### src/rtl/pipe_stage_reg_if.sv
`default_nettype none
// ============================================================================
// Module      : pipe_stage_reg_if
// Description : Upstream/downstream valid-ready bundle of one pipeline stage.
// Revision    : 1.0  initial release
// ============================================================================
interface pipe_stage_reg_if #(
    parameter int DATA_W = 32,
    parameter int CTRL_W = 8
);
    logic              in_valid;
    logic              in_ready;
    logic [DATA_W-1:0] in_data;
    logic [CTRL_W-1:0] in_ctrl;
    logic              out_valid;
    logic              out_ready;
    logic [DATA_W-1:0] out_data;
    logic [CTRL_W-1:0] out_ctrl;
    logic [1:0]        occ;

    // Surrounding pipeline: drives offers and back-pressure
    modport master (
        output in_valid, in_data, in_ctrl, out_ready,
        input  in_ready, out_valid, out_data, out_ctrl, occ
    );

    // The stage register itself
    modport slave (
        input  in_valid, in_data, in_ctrl, out_ready,
        output in_ready, out_valid, out_data, out_ctrl, occ
    );
endinterface
`default_nettype wire

### src/rtl/pipe_stage_reg.sv
`default_nettype none
// ============================================================================
// Module      : pipe_stage_reg
// Description : Generic pipeline stage register with 2-entry skid buffer,
//               registered upstream ready, stall and flush-to-bubble.
// Revision    : 1.0  initial release
// ============================================================================
module pipe_stage_reg #(
    parameter int DATA_W  = 32,
    parameter int CTRL_W  = 8,
    parameter bit NEGEDGE = 1'b1
) (
    input  wire logic         clk,
    input  wire logic         rst_n,
    input  wire logic         flush,
    pipe_stage_reg_if.slave   bus
);
    logic              w_activeClk;
    logic              r_outValid;
    logic [DATA_W-1:0] r_outData;
    logic [CTRL_W-1:0] r_outCtrl;
    logic              r_skidValid;
    logic [DATA_W-1:0] r_skidData;
    logic [CTRL_W-1:0] r_skidCtrl;
    logic              w_inReady;
    logic              w_accept;
    logic              w_free;

    // All state lives on a single selectable edge of clk
    generate
        if (NEGEDGE) begin : g_negClk
            assign w_activeClk = ~clk;
        end else begin : g_posClk
            assign w_activeClk = clk;
        end
    endgenerate

    assign w_inReady = ~r_skidValid;
    assign w_accept  = bus.in_valid & w_inReady;
    assign w_free    = ~r_outValid | bus.out_ready;

    always_ff @(posedge w_activeClk or negedge rst_n) begin
        if (!rst_n) begin
            r_outValid  <= 1'b0;
            r_outData   <= '0;
            r_outCtrl   <= '0;
            r_skidValid <= 1'b0;
            r_skidData  <= '0;
            r_skidCtrl  <= '0;
        end else if (flush) begin
            r_outValid  <= 1'b0;
            r_outCtrl   <= '0;
            r_skidValid <= 1'b0;
        end else if (w_free) begin
            if (r_skidValid) begin
                r_outValid  <= 1'b1;
                r_outData   <= r_skidData;
                r_outCtrl   <= r_skidCtrl;
                r_skidValid <= 1'b0;
            end else if (w_accept) begin
                r_outValid <= 1'b1;
                r_outData  <= bus.in_data;
                r_outCtrl  <= bus.in_ctrl;
            end else begin
                // Bubble: control is zeroed so the next stage sees a no-op
                r_outValid <= 1'b0;
                r_outCtrl  <= '0;
            end
        end else if (w_accept) begin
            r_skidValid <= 1'b1;
            r_skidData  <= bus.in_data;
            r_skidCtrl  <= bus.in_ctrl;
        end
    end

    assign bus.in_ready  = w_inReady;
    assign bus.out_valid = r_outValid;
    assign bus.out_data  = r_outData;
    assign bus.out_ctrl  = r_outCtrl;
    assign bus.occ       = {1'b0, r_outValid} + {1'b0, r_skidValid};

endmodule
`default_nettype wire

### src/flat_wrapper.sv
// flat-port wrapper written by rule: the top's interface ports become plain ports
module pipe_stage_reg_flat 
#(
    parameter int DATA_W  = 32,
    parameter int CTRL_W  = 8,
    parameter bit NEGEDGE = 1'b1
)
  (clk, rst_n, flush, bus_in_valid, bus_in_data, bus_in_ctrl, bus_out_ready, bus_in_ready, bus_out_valid, bus_out_data, bus_out_ctrl, bus_occ);
  pipe_stage_reg_if #(.DATA_W(DATA_W), .CTRL_W(CTRL_W)) bus_i ();
  input  wire logic clk;
  input  wire logic rst_n;
  input  wire logic flush;
  input wire logic [$bits(bus_i.in_valid)-1:0] bus_in_valid;
  input wire logic [$bits(bus_i.in_data)-1:0] bus_in_data;
  input wire logic [$bits(bus_i.in_ctrl)-1:0] bus_in_ctrl;
  input wire logic [$bits(bus_i.out_ready)-1:0] bus_out_ready;
  output wire logic [$bits(bus_i.in_ready)-1:0] bus_in_ready;
  output wire logic [$bits(bus_i.out_valid)-1:0] bus_out_valid;
  output wire logic [$bits(bus_i.out_data)-1:0] bus_out_data;
  output wire logic [$bits(bus_i.out_ctrl)-1:0] bus_out_ctrl;
  output wire logic [$bits(bus_i.occ)-1:0] bus_occ;
  assign bus_i.in_valid = bus_in_valid;
  assign bus_i.in_data = bus_in_data;
  assign bus_i.in_ctrl = bus_in_ctrl;
  assign bus_i.out_ready = bus_out_ready;
  assign bus_in_ready = bus_i.in_ready;
  assign bus_out_valid = bus_i.out_valid;
  assign bus_out_data = bus_i.out_data;
  assign bus_out_ctrl = bus_i.out_ctrl;
  assign bus_occ = bus_i.occ;
  pipe_stage_reg #(.DATA_W(DATA_W), .CTRL_W(CTRL_W), .NEGEDGE(NEGEDGE)) u_core (.clk(clk), .rst_n(rst_n), .flush(flush), .bus(bus_i));
endmodule
### config.mk
export PLATFORM = sky130hd
export DESIGN_NAME = pipe_stage_reg_flat
export DESIGN_NICKNAME = d
export VERILOG_FILES = /design/src/rtl/pipe_stage_reg_if.sv /design/src/rtl/pipe_stage_reg.sv /design/src/flat_wrapper.sv
export SDC_FILE = /design/constraint.sdc
export NUM_CORES = 1
export LEC_CHECK = 0
export ABC_AREA = 1
export BUFFER_PORTS_ARGS = -buffer_cell sky130_fd_sc_hd__buf_4
export CORE_MARGIN = 2
export CORE_UTILIZATION = 44
export CTS_CLUSTER_DIAMETER = 120
export DETAILED_ROUTE_END_ITERATION = 8
export GPL_ROUTABILITY_DRIVEN = 0
export PLACE_DENSITY_LB_ADDON = 0.3
export SYNTH_ARGS = -nofsm -noshare
export SYNTH_HDL_FRONTEND = slang
export SYNTH_SLANG_ARGS = --single-unit
export TNS_END_PERCENT = 30
### constraint.sdc
create_clock -name clk -period 1.42 [get_ports clk]
set_input_delay 0.284 -clock clk [delete_from_list [all_inputs] [get_ports clk]]
set_output_delay 0.284 -clock clk [all_outputs]
set_load 0.03 [all_outputs]
Word-level counts from Yosys, hierarchy flattened
Cells that the tools add are included.
- add/sub/neg operators: 1
- muxes and demuxes: 13
- bitwise gates (word level): 6
- reductions and logical operators: 5
- operator list (cell ; number):
    $mux 32 ; 2
    $mux 8 ; 4
    $mux 1 ; 7
    $reduce_and 3->1 ; 2
    $not 1->1 ; 4
    $reduce_bool 2->1 ; 2
    $reduce_bool 3->1 ; 1
    $add 1x1->2 ; 1
    $and 1x1->1 ; 1
    $or 1x1->1 ; 1
- register bits: 82
- bits of input ports: 45
- output and inout bits: 44
- logic and storage cells: 31

Logic depth before layout (Yosys ltp)
Gate-level depths: netlist of run 1.
- depth after elaboration: 6
- gate-level depth with buffers: 7
- mapped depth without buffers: 5

==> flow_summary_export.csv, run 1 <==
group,metric,value,unit
global_route,grt_pass1_wl,16.9,mm
floorplanning,rows,33,
worst_setup_path,crit_fanout,3,
global_route,grt_usage,21.9,%
synth,synth-simple-area-share,40.3,%
synth,synth_top_family_by_area,"simple AND/OR/NAND/NOR gates",
sta,rsz0062_at_grt,"true",
cells_and_area,final_cell_mix,"282 x nand2_1, 82 x dfrtn_1, 80 x nand3_1",
synth,syn_area_per_cell,7.72,um^2
worst_setup_path,crit_type,"reg -> out",
worst_setup_path,cp.arrival,1910,ps
synth,synth_area,3810,um^2
synth,synth_seq_area_share,53.9,%
synth,syn_inst,493,
clocking,htreeDepth,3,
min_path,hp-class,"in -> async",
placed_design,dp.cells,679,
worst_setup_path,startpoint_type,"flop",
route,dr.pass1.iters,4,
clocking,clock_tree.buffer_depth,2,
clocking,root_buffer,"clkbuf_8",
cells_and_area,drive_gt1_share,27.1,%
sta,setup_violations,117,
worst_setup_path,r2r_end,"u_core.bus.out_data[6]",
worst_setup_path,required,1140,ps
worst_setup_path,cp-startpoint,"u_core.r_skidValid",
sta,finClkSkew,6.75,ps
clocking,clk_pin_slew_worst_paths,60,ps
power,power_leakage,2.97,nW
sta,tightest_slew,736,ps
clocking,cts_tree,"done",
cells_and_area,n_antenna_cell,0,
floorplanning,core,8300,um^2
sta,worst_slack,-769,ps
placed_design,portBuffers,88,
route,drc_errors,0,
sta,slew_headroom,50.8,%
clocking,cts_num_sinks,82,
route,drt_iter0_markers,186,
global_route,grt_pass1_vias,3483,
floorplanning,die_h,97.0,um
job,drv_cap,0,
status,violations,"setup timing",
cells_and_area,fin_nets,653,
floorplanning,die-area,9410,um^2
synth,synth-adder-area-share,0.329,%
synth,ys_ff_latch,82,
synth,synth-xor-area-share,0,%
sta,drv_slew,0,
worst_setup_path,slowest_stage,"dfrtn_1",
synth,synth-compound-area-share,0,%
worst_setup_path,reg2reg_from,"u_core.r_skidValid",
synth,synth_cell_types,13,
route,num_vias,3586,
cells_and_area,final_common_cell,"nand2_1",
worst_setup_path,cpPeakStageDelay,500,ps
global_route,antenna_found_initial,0,
route,via_per_inst,5.00,
worst_setup_path,cp-end-kind,"output pin",
sta,final-hold-violation-count,0,
global_route,grt-ovfl-total,0,
worst_setup_path,rr_worst_depth,6,
status,status,"finished with violations",
power,vdd_drop_max,0.671,mV
floorplanning,die_w,97.0,um
clocking,cts_buffers,9,
synth,synth_mux_area_share,0,%
cells_and_area,fin_util,64.2,%
power,powerDensity,1260,nW/um^2
cells_and_area,synthToLayoutAreaGrowth,40.0,%
placed_design,dpl.hpwl,6.47,mm
clocking,clock_latency,340,ps
floorplanning,start_util,45.9,%
route,wl_per_cell,13.7,um
synth,synth_nets,539,
worst_setup_path,rrSetupSlack,-320,ps
worst_setup_path,critical_path_buf_inv_count,1,
synth,yosysWarningCount,0,
global_route,grt_max_degree,42,
worst_setup_path,crit_chain,"ha_4 -> buf_6",
worst_setup_path,crit_family,"flip-flops",
route,final_antenna_net_count,0,
floorplanning,io_pins,89,
route,drt-total-wl,9.85,mm
cells_and_area,instances_no_fill,717,
[cell usage after synthesis, drive strengths merged]
cell / n / area, um^2
inv: 5 / 18.8
nand3: 83 / 425
buf: 32 / 189
nor2: 7 / 46.3
dfrtn: 82 / 2050
nand2: 283 / 1060
ha: 1 / 12.5
[layer usage]
| metal | share of wire [%] | vias to the layer above | track usage (%) |
|---|---|---|---|
| li1 | - | 1766 | - |
| met1 | 45 | 1692 | 30.4 |
| met2 | 48 | 117 | 35.5 |
| met3 | 5.9 | 11 | 3.76 |
| met4 | 1.1 | 0 | 6.61 |
| met5 | 0 | - | 0 |
[cell families after synthesis]
family	after synthesis
simple gates	373
flops	82
buf+inv	37
fa+ha+maj	1
[registers in the layout, indices dropped and copies added, names as in the netlist]
signal and flops:
u_core.bus.out_ctrl 8, u_core.r_skidData 32, u_core.r_skidCtrl 8, u_core.bus.out_valid 1, u_core.r_skidValid 1, u_core.bus.out_data 32
[report_power, final]
group	internal [mW]	total, mW	switching (mW)
Sequential	2.82	3.10	0.277
Combinational	0.810	1.75	0.937
Clock	1.03	1.88	0.844
Total	4.67	6.73	2.06
[how the worst max path moves through the flow]
stage	slack [ps]	end	depth (start not counted)
2_1_floorplan	-510	bus_occ[0]	1
3_5_place_dp	-620	u_core.bus.out_data[6]	5
3_3_place_gp	-560	u_core.bus.out_data[14]	5
5_1_grt	-760	bus_in_ready	3
6_report	-770	bus_occ[0]	2
4_1_cts	-760	bus_occ[0]	2
[area by class of cell]
type                    instances  area, um^2
repair buffers                135        1310
inverters                       5        26.3
fillers                       719        2970
well taps                     105         131
clock inverters                 5        77.6
clock buffers                  11         141
flip-flops and latches         82        2050
multi-input cells             374        1590
[repair_timing]
item,in CTS,in global routing
resized for setup,53,1
hold buffers,0,0
hold endpoints to repair,0,0
buffers inserted,12,10
pin swaps,4,1
endpoints found under the setup margin,125,122
[through the flow]
step	power [mW]	hold WS [ps]	TNS, ps	instance area, um^2	setup slack [ps]
2_1_floorplan	3.95	402	-31260	3890	-512
3_3_place_gp	4.55	414	-48300	4750	-563
3_5_place_dp	4.62	419	-49830	4750	-622
4_1_cts	6.70	397	-32980	5250	-759
5_1_grt	7.07	403	-39340	5330	-759
6_report	6.73	397	-32610	5330	-769
No activity file was read; power rests on OpenSTA's default activity.
==> run 2, diff against run 1 <==
--- a/config.mk
+++ b/config.mk
@@ -13,6 +13,7 @@
 export DETAILED_ROUTE_END_ITERATION = 8
 export GPL_ROUTABILITY_DRIVEN = 0
 export PLACE_DENSITY_LB_ADDON = 0.3
+export RECOVER_POWER = 25
 export SYNTH_ARGS = -nofsm -noshare
 export SYNTH_HDL_FRONTEND = slang
 export SYNTH_SLANG_ARGS = --single-unit
==> run 2 against run 1 <==
Against the previous run:
- the flow still finishes with violations (setup timing)
- setup slack barely moved
- global-route usage is the same
- via count down 0.22%
- worst hold slack better by 22 ps
- clock skew about the same
- critical path type unchanged
- critical endpoint unchanged
- largest power group unchanged
==> flow_summary_export.csv, run 2 (same netlist as run 1, synthesis figures left out) <==
group,metric,value,unit
power,vdd_drop_max,0.671,mV
worst_setup_path,crit_type,"reg -> out",
cells_and_area,fin_nets,653,
floorplanning,die_h,97.0,um
floorplanning,io_pins,89,
global_route,grt_pass1_vias,3483,
global_route,antenna_found_initial,0,
sta,setup_violations,117,
cells_and_area,synthToLayoutAreaGrowth,39.7,%
clocking,cts_tree,"done",
worst_setup_path,critical_path_buf_inv_count,1,
cells_and_area,fin_util,64.1,%
global_route,grt_max_degree,42,
clocking,cts_num_sinks,82,
floorplanning,rows,33,
cells_and_area,final_common_cell,"nand2_1",
clocking,cts_buffers,9,
cells_and_area,final_cell_mix,"282 x nand2_1, 82 x dfrtn_1, 80 x nand3_1",
worst_setup_path,cp.arrival,1900,ps
worst_setup_path,required,1140,ps
worst_setup_path,cpPeakStageDelay,500,ps
clocking,clock_latency,340,ps
placed_design,dpl.hpwl,6.47,mm
cells_and_area,n_antenna_cell,0,
global_route,grt_usage,21.9,%
status,status,"finished with violations",
floorplanning,core,8300,um^2
worst_setup_path,crit_chain,"ha_4 -> buf_6",
cells_and_area,drive_gt1_share,27.0,%
sta,tightest_slew,850,ps
worst_setup_path,startpoint_type,"flop",
global_route,grt-ovfl-total,0,
floorplanning,start_util,45.9,%
global_route,grt_pass1_wl,16.9,mm
placed_design,dp.cells,679,
sta,final.setup.tns,-32380,ps
clocking,clock_tree.buffer_depth,2,
floorplanning,die-area,9410,um^2
sta,drv_slew,0,
route,num_vias,3578,
min_path,hp-class,"reg -> reg",
sta,rsz0062_at_grt,"true",
sta,final-hold-violation-count,0,
job,drv_cap,0,
route,drt-total-wl,9.82,mm
power,powerDensity,1260,nW/um^2
status,violations,"setup timing",
clocking,hold_buffers,0,
sta,finClkSkew,6.79,ps
route,final_antenna_net_count,0,
placed_design,post-place-ws,-622,ps
placed_design,portBuffers,88,
route,wl_per_cell,13.7,um
cells_and_area,instances_no_fill,717,
worst_setup_path,crit_fanout,3,
power,power_leakage,2.96,nW
route,drc_errors,0,
cells_and_area,final_cell_area,5320,um^2
clocking,clk_pin_slew_worst_paths,60,ps
route,drt_iter0_markers,186,
route,via_per_inst,4.99,
worst_setup_path,crit_family,"flip-flops",
sta,slew_headroom,43.4,%
min_path,min_from,"u_core.r_skidData[2]",
floorplanning,die_w,97.0,um
worst_setup_path,cp-startpoint,"u_core.r_skidValid",
worst_setup_path,slowest_stage,"dfrtn_1",
clocking,htreeDepth,3,
clocking,root_buffer,"clkbuf_8",
worst_setup_path,cp-end-kind,"output pin",
route,dr.pass1.iters,4,
placed_design,place_area,4750,um^2
sta,worst_slack,-769,ps
worst_setup_path,reg2reg_from,"u_core.r_skidValid",
## run 2: changes by cell type in the layout (fill, tap and decap cells not counted), sizes merged
cell,delta
buf,-2
clkbuf,+2
## run 2: stage by stage
stage	power, mW	hold slack [ps]
final	6.72	419
after global placement	4.55	414
after floorplan	3.95	402
after CTS	6.70	397
after detailed placement	4.62	419
after global routing	7.07	442
## run 2: path summary, 6_finish.rpt
kind | end | depth (start not counted) | slack, ps
setup / recovery | bus_occ[0] | 2 | -770
max in group asynchronous | u_core.bus.out_data[12] | 2 | 50
min in group asynchronous | u_core.r_skidData[2] | 1 | 620
hold reg to reg | u_core.r_skidData[2] | 2 | 420
hold / removal | u_core.r_skidData[2] | 2 | 420
setup reg to reg | u_core.bus.out_data[6] | 6 | -320
## run 2: area by class of cell
type | instances | area (um^2)
clock buffer | 11 | 141
clock inverter | 5 | 77.6
fill | 722 | 2980
inverter | 5 | 26.3
multi-input combinational | 374 | 1590
sequential | 82 | 2050
tap | 105 | 131
timing repair buffer | 135 | 1300
## run 2: worst register-to-register path, stage by stage (launching register included)
cell and delay, ps:
dfrtn_1 500, buf_4 170, buf_6 180, nor2_2 80
nor2_4 560, nand3_1 190, nand2_1 90
## run 2: where the power goes
group	leakage (nW)	internal [mW]	switching [mW]
Sequential	1.04	2.82	0.276
Clock	0.109	1.03	0.847
Combinational	1.82	0.807	0.936
## run 2: what timing repair did
item	in CTS	in global routing
setup endpoints to repair	125	122
pin swaps	4	1
gates resized for setup	53	1
buffers inserted	12	10
## run 2: routing by layer
| layer | wire, um | GRT usage, % | vias up |
|---|---|---|---|
| met5 | 0 | 0 | - |
| met4 | 110 | 6.61 | 0 |
| met3 | 582 | 3.76 | 11 |
| met2 | 4700 | 35.5 | 116 |
| met1 | 4430 | 30.4 | 1685 |
| li1 | - | - | 1766 |
==> run 3, diff against run 2 <==
--- a/config.mk
+++ b/config.mk
@@ -8,7 +8,7 @@
 export ABC_AREA = 1
 export BUFFER_PORTS_ARGS = -buffer_cell sky130_fd_sc_hd__buf_4
 export CORE_MARGIN = 2
-export CORE_UTILIZATION = 44
+export CORE_UTILIZATION = 54
 export CTS_CLUSTER_DIAMETER = 120
 export DETAILED_ROUTE_END_ITERATION = 8
 export GPL_ROUTABILITY_DRIVEN = 0
==> run 3 against run 2 <==
Against the previous run:
- the run still ends with setup timing left
- die area shrank 18%
- utilization grew 14 points
- wire length grew 1.2%
- via count grew 3.7%
- sequential share of layout area is essentially flat
- cell count shrank 0.98%
- flip-flop and latch count is the same
- sequential power is essentially flat
- combinational power is essentially flat
- highest routed layer unchanged
==> flow_summary_export.csv, run 3 (same netlist as run 1, synthesis figures left out) <==
group,metric,value,unit
cells_and_area,synthToLayoutAreaGrowth,39.8,%
power,power_leakage,2.98,nW
floorplanning,die-area,7740,um^2
floorplanning,die_w,88.0,um
global_route,grt_pass1_wl,16.8,mm
sta,slew_headroom,48.1,%
sta,worst_slack,-751,ps
worst_setup_path,slowest_stage,"dfrtn_1",
route,final_antenna_net_count,0,
placed_design,dpl.hpwl,6.42,mm
worst_setup_path,cpPeakStageDelay,480,ps
global_route,grt-ovfl-total,0,
sta,final-hold-violation-count,0,
route,wl_per_cell,14.0,um
global_route,grt_max_degree,42,
power,power,6.61,mW
min_path,holdPathEnd,"u_core.r_skidData[9]",
route,dr.pass1.iters,5,
cells_and_area,n_antenna_cell,0,
clocking,clock_tree.buffer_depth,2,
global_route,grt_usage,27.9,%
power,powerDensity,1240,nW/um^2
worst_setup_path,crit_family,"flip-flops",
worst_setup_path,startpoint_type,"flop",
worst_setup_path,crit_type,"reg -> out",
sta,finClkSkew,5.92,ps
clocking,clk_pin_slew_worst_paths,50,ps
worst_setup_path,required,1140,ps
route,drt_iter0_markers,301,
floorplanning,start_util,56.0,%
cells_and_area,final_common_cell,"nand2_1",
clocking,clock_latency,330,ps
route,num_vias,3710,
route,via_per_inst,5.23,
clocking,htreeDepth,3,
clocking,cts_num_sinks,82,
global_route,antenna_found_initial,0,
status,status,"finished with violations",
worst_setup_path,critical_path_buf_inv_count,3,
worst_setup_path,rrSetupSlack,-340,ps
worst_setup_path,crit_fanout,3,
worst_setup_path,crit_chain,"buf_4 -> inv_4 -> buf_4",
worst_setup_path,path_common_cell,"buf_4",
worst_setup_path,cp-end-kind,"output pin",
floorplanning,rows,30,
min_path,min_path_cells,2,
cells_and_area,drive_gt1_share,27.0,%
status,violations,"setup timing",
worst_setup_path,r2r_end,"u_core.bus.out_data[28]",
clocking,cts_tree,"done",
job,drv_cap,0,
clocking,cts_buffers,9,
placed_design,portBuffers,88,
clocking,hold_buffers,0,
clocking,root_buffer,"clkbuf_8",
cells_and_area,final_cell_mix,"282 x nand2_1, 82 x dfrtn_1, 80 x nand3_1, 80 x buf_4, 46 x buf_6",
worst_setup_path,cp.arrival,1890,ps
floorplanning,io_pins,89,
floorplanning,die_h,88.0,um
cells_and_area,n_fill_cell,475,
floorplanning,core,6790,um^2
sta,drv_slew,0,
sta,rsz0062_at_grt,"true",
sta,setup_violations,117,
worst_setup_path,rr_worst_depth,6,
cells_and_area,fin_nets,656,
route,drt-total-wl,9.93,mm
min_path,hp-class,"reg -> reg",
global_route,grt_pass1_vias,3626,
worst_setup_path,reg2reg_from,"u_core.r_skidValid",
route,drc_errors,0,
min_path,min_from,"u_core.r_skidData[9]",
sta,hold_ws,416,ps
power,vdd_drop_max,0.800,mV
sta,tightest_slew,777,ps
==> run 3: cell count changes in the layout (fill, tap and decap cells not counted), sizes merged <==
cell / previous run / this run
buf: 133 / 136
bufinv: 2 / 1
clkbuf: 13 / 15
clkinv: 2 / 1
clkinvlp: 1 / 0
==> run 3: layout make-up <==
type,instances,area (um^2),area share [%]
tap,96,120,2.26
timing repair buffer,138,1320,24.8
multi-input combinational,374,1600,30.0
clock inverter,2,35.0,0.658
sequential,82,2050,38.6
inverter,5,26.3,0.494
clock buffer,13,169,3.17
==> run 3: report_power, final <==
part	internal [mW]	total, mW	switching, mW
clock network	0.947	1.75	0.802
logic	0.812	1.76	0.949
registers	2.83	3.11	0.280
total	4.58	6.61	2.03
==> run 3: worst max-delay path by stage <==
stage | startpoint | to | slack (ps) | cells past startpoint
6_report | u_core.r_skidValid | bus_in_ready | -750 | 3
5_1_grt | u_core.r_skidValid | bus_in_ready | -790 | 3
4_1_cts | u_core.r_skidValid | bus_occ[0] | -760 | 2
3_5_place_dp | bus_in_valid | u_core.bus.out_data[31] | -600 | 5
3_3_place_gp | bus_in_valid | u_core.bus.out_data[14] | -550 | 5
2_1_floorplan | u_core.bus.out_valid | bus_occ[0] | -510 | 1
==> run 3: routing by layer <==
metal  vias to the layer above  wire length (um)  global-route usage (%)
li1                       1774                 -                       -
met1                      1759              4150                    37.4
met2                       163              4910                    45.5
met3                        14               735                    5.66
met4                         0               132                    9.79
met5                         -                 0                       0
==> run 3: stage by stage <==
stage	instances	area (um^2)	setup slack, ps	utilization, %	setup TNS, ps
2_1_floorplan	493	3890	-512	-	-31260
3_3_place_gp	675	4760	-552	70.1	-47000
3_5_place_dp	675	4760	-601	70.1	-51010
4_1_cts	700	5240	-756	77.1	-33050
5_1_grt	710	5320	-791	78.3	-43120
6_report	710	5320	-751	78.3	-34060
==> run 3: timing repair <==
action                                  4_1_cts  5_1_grt
endpoints found under the setup margin      126      126
setup buffers                                10       10
pin swaps                                     3        1
endpoints found under the hold margin         0        0
gates cloned                                  0        0
gates resized for setup                      54        5
==> run 3: tightest hold or removal path: stages, from the launching register on <==
cell and delay, ps:
dfrtn_1 400, nand2_1 50, nand2_1 50
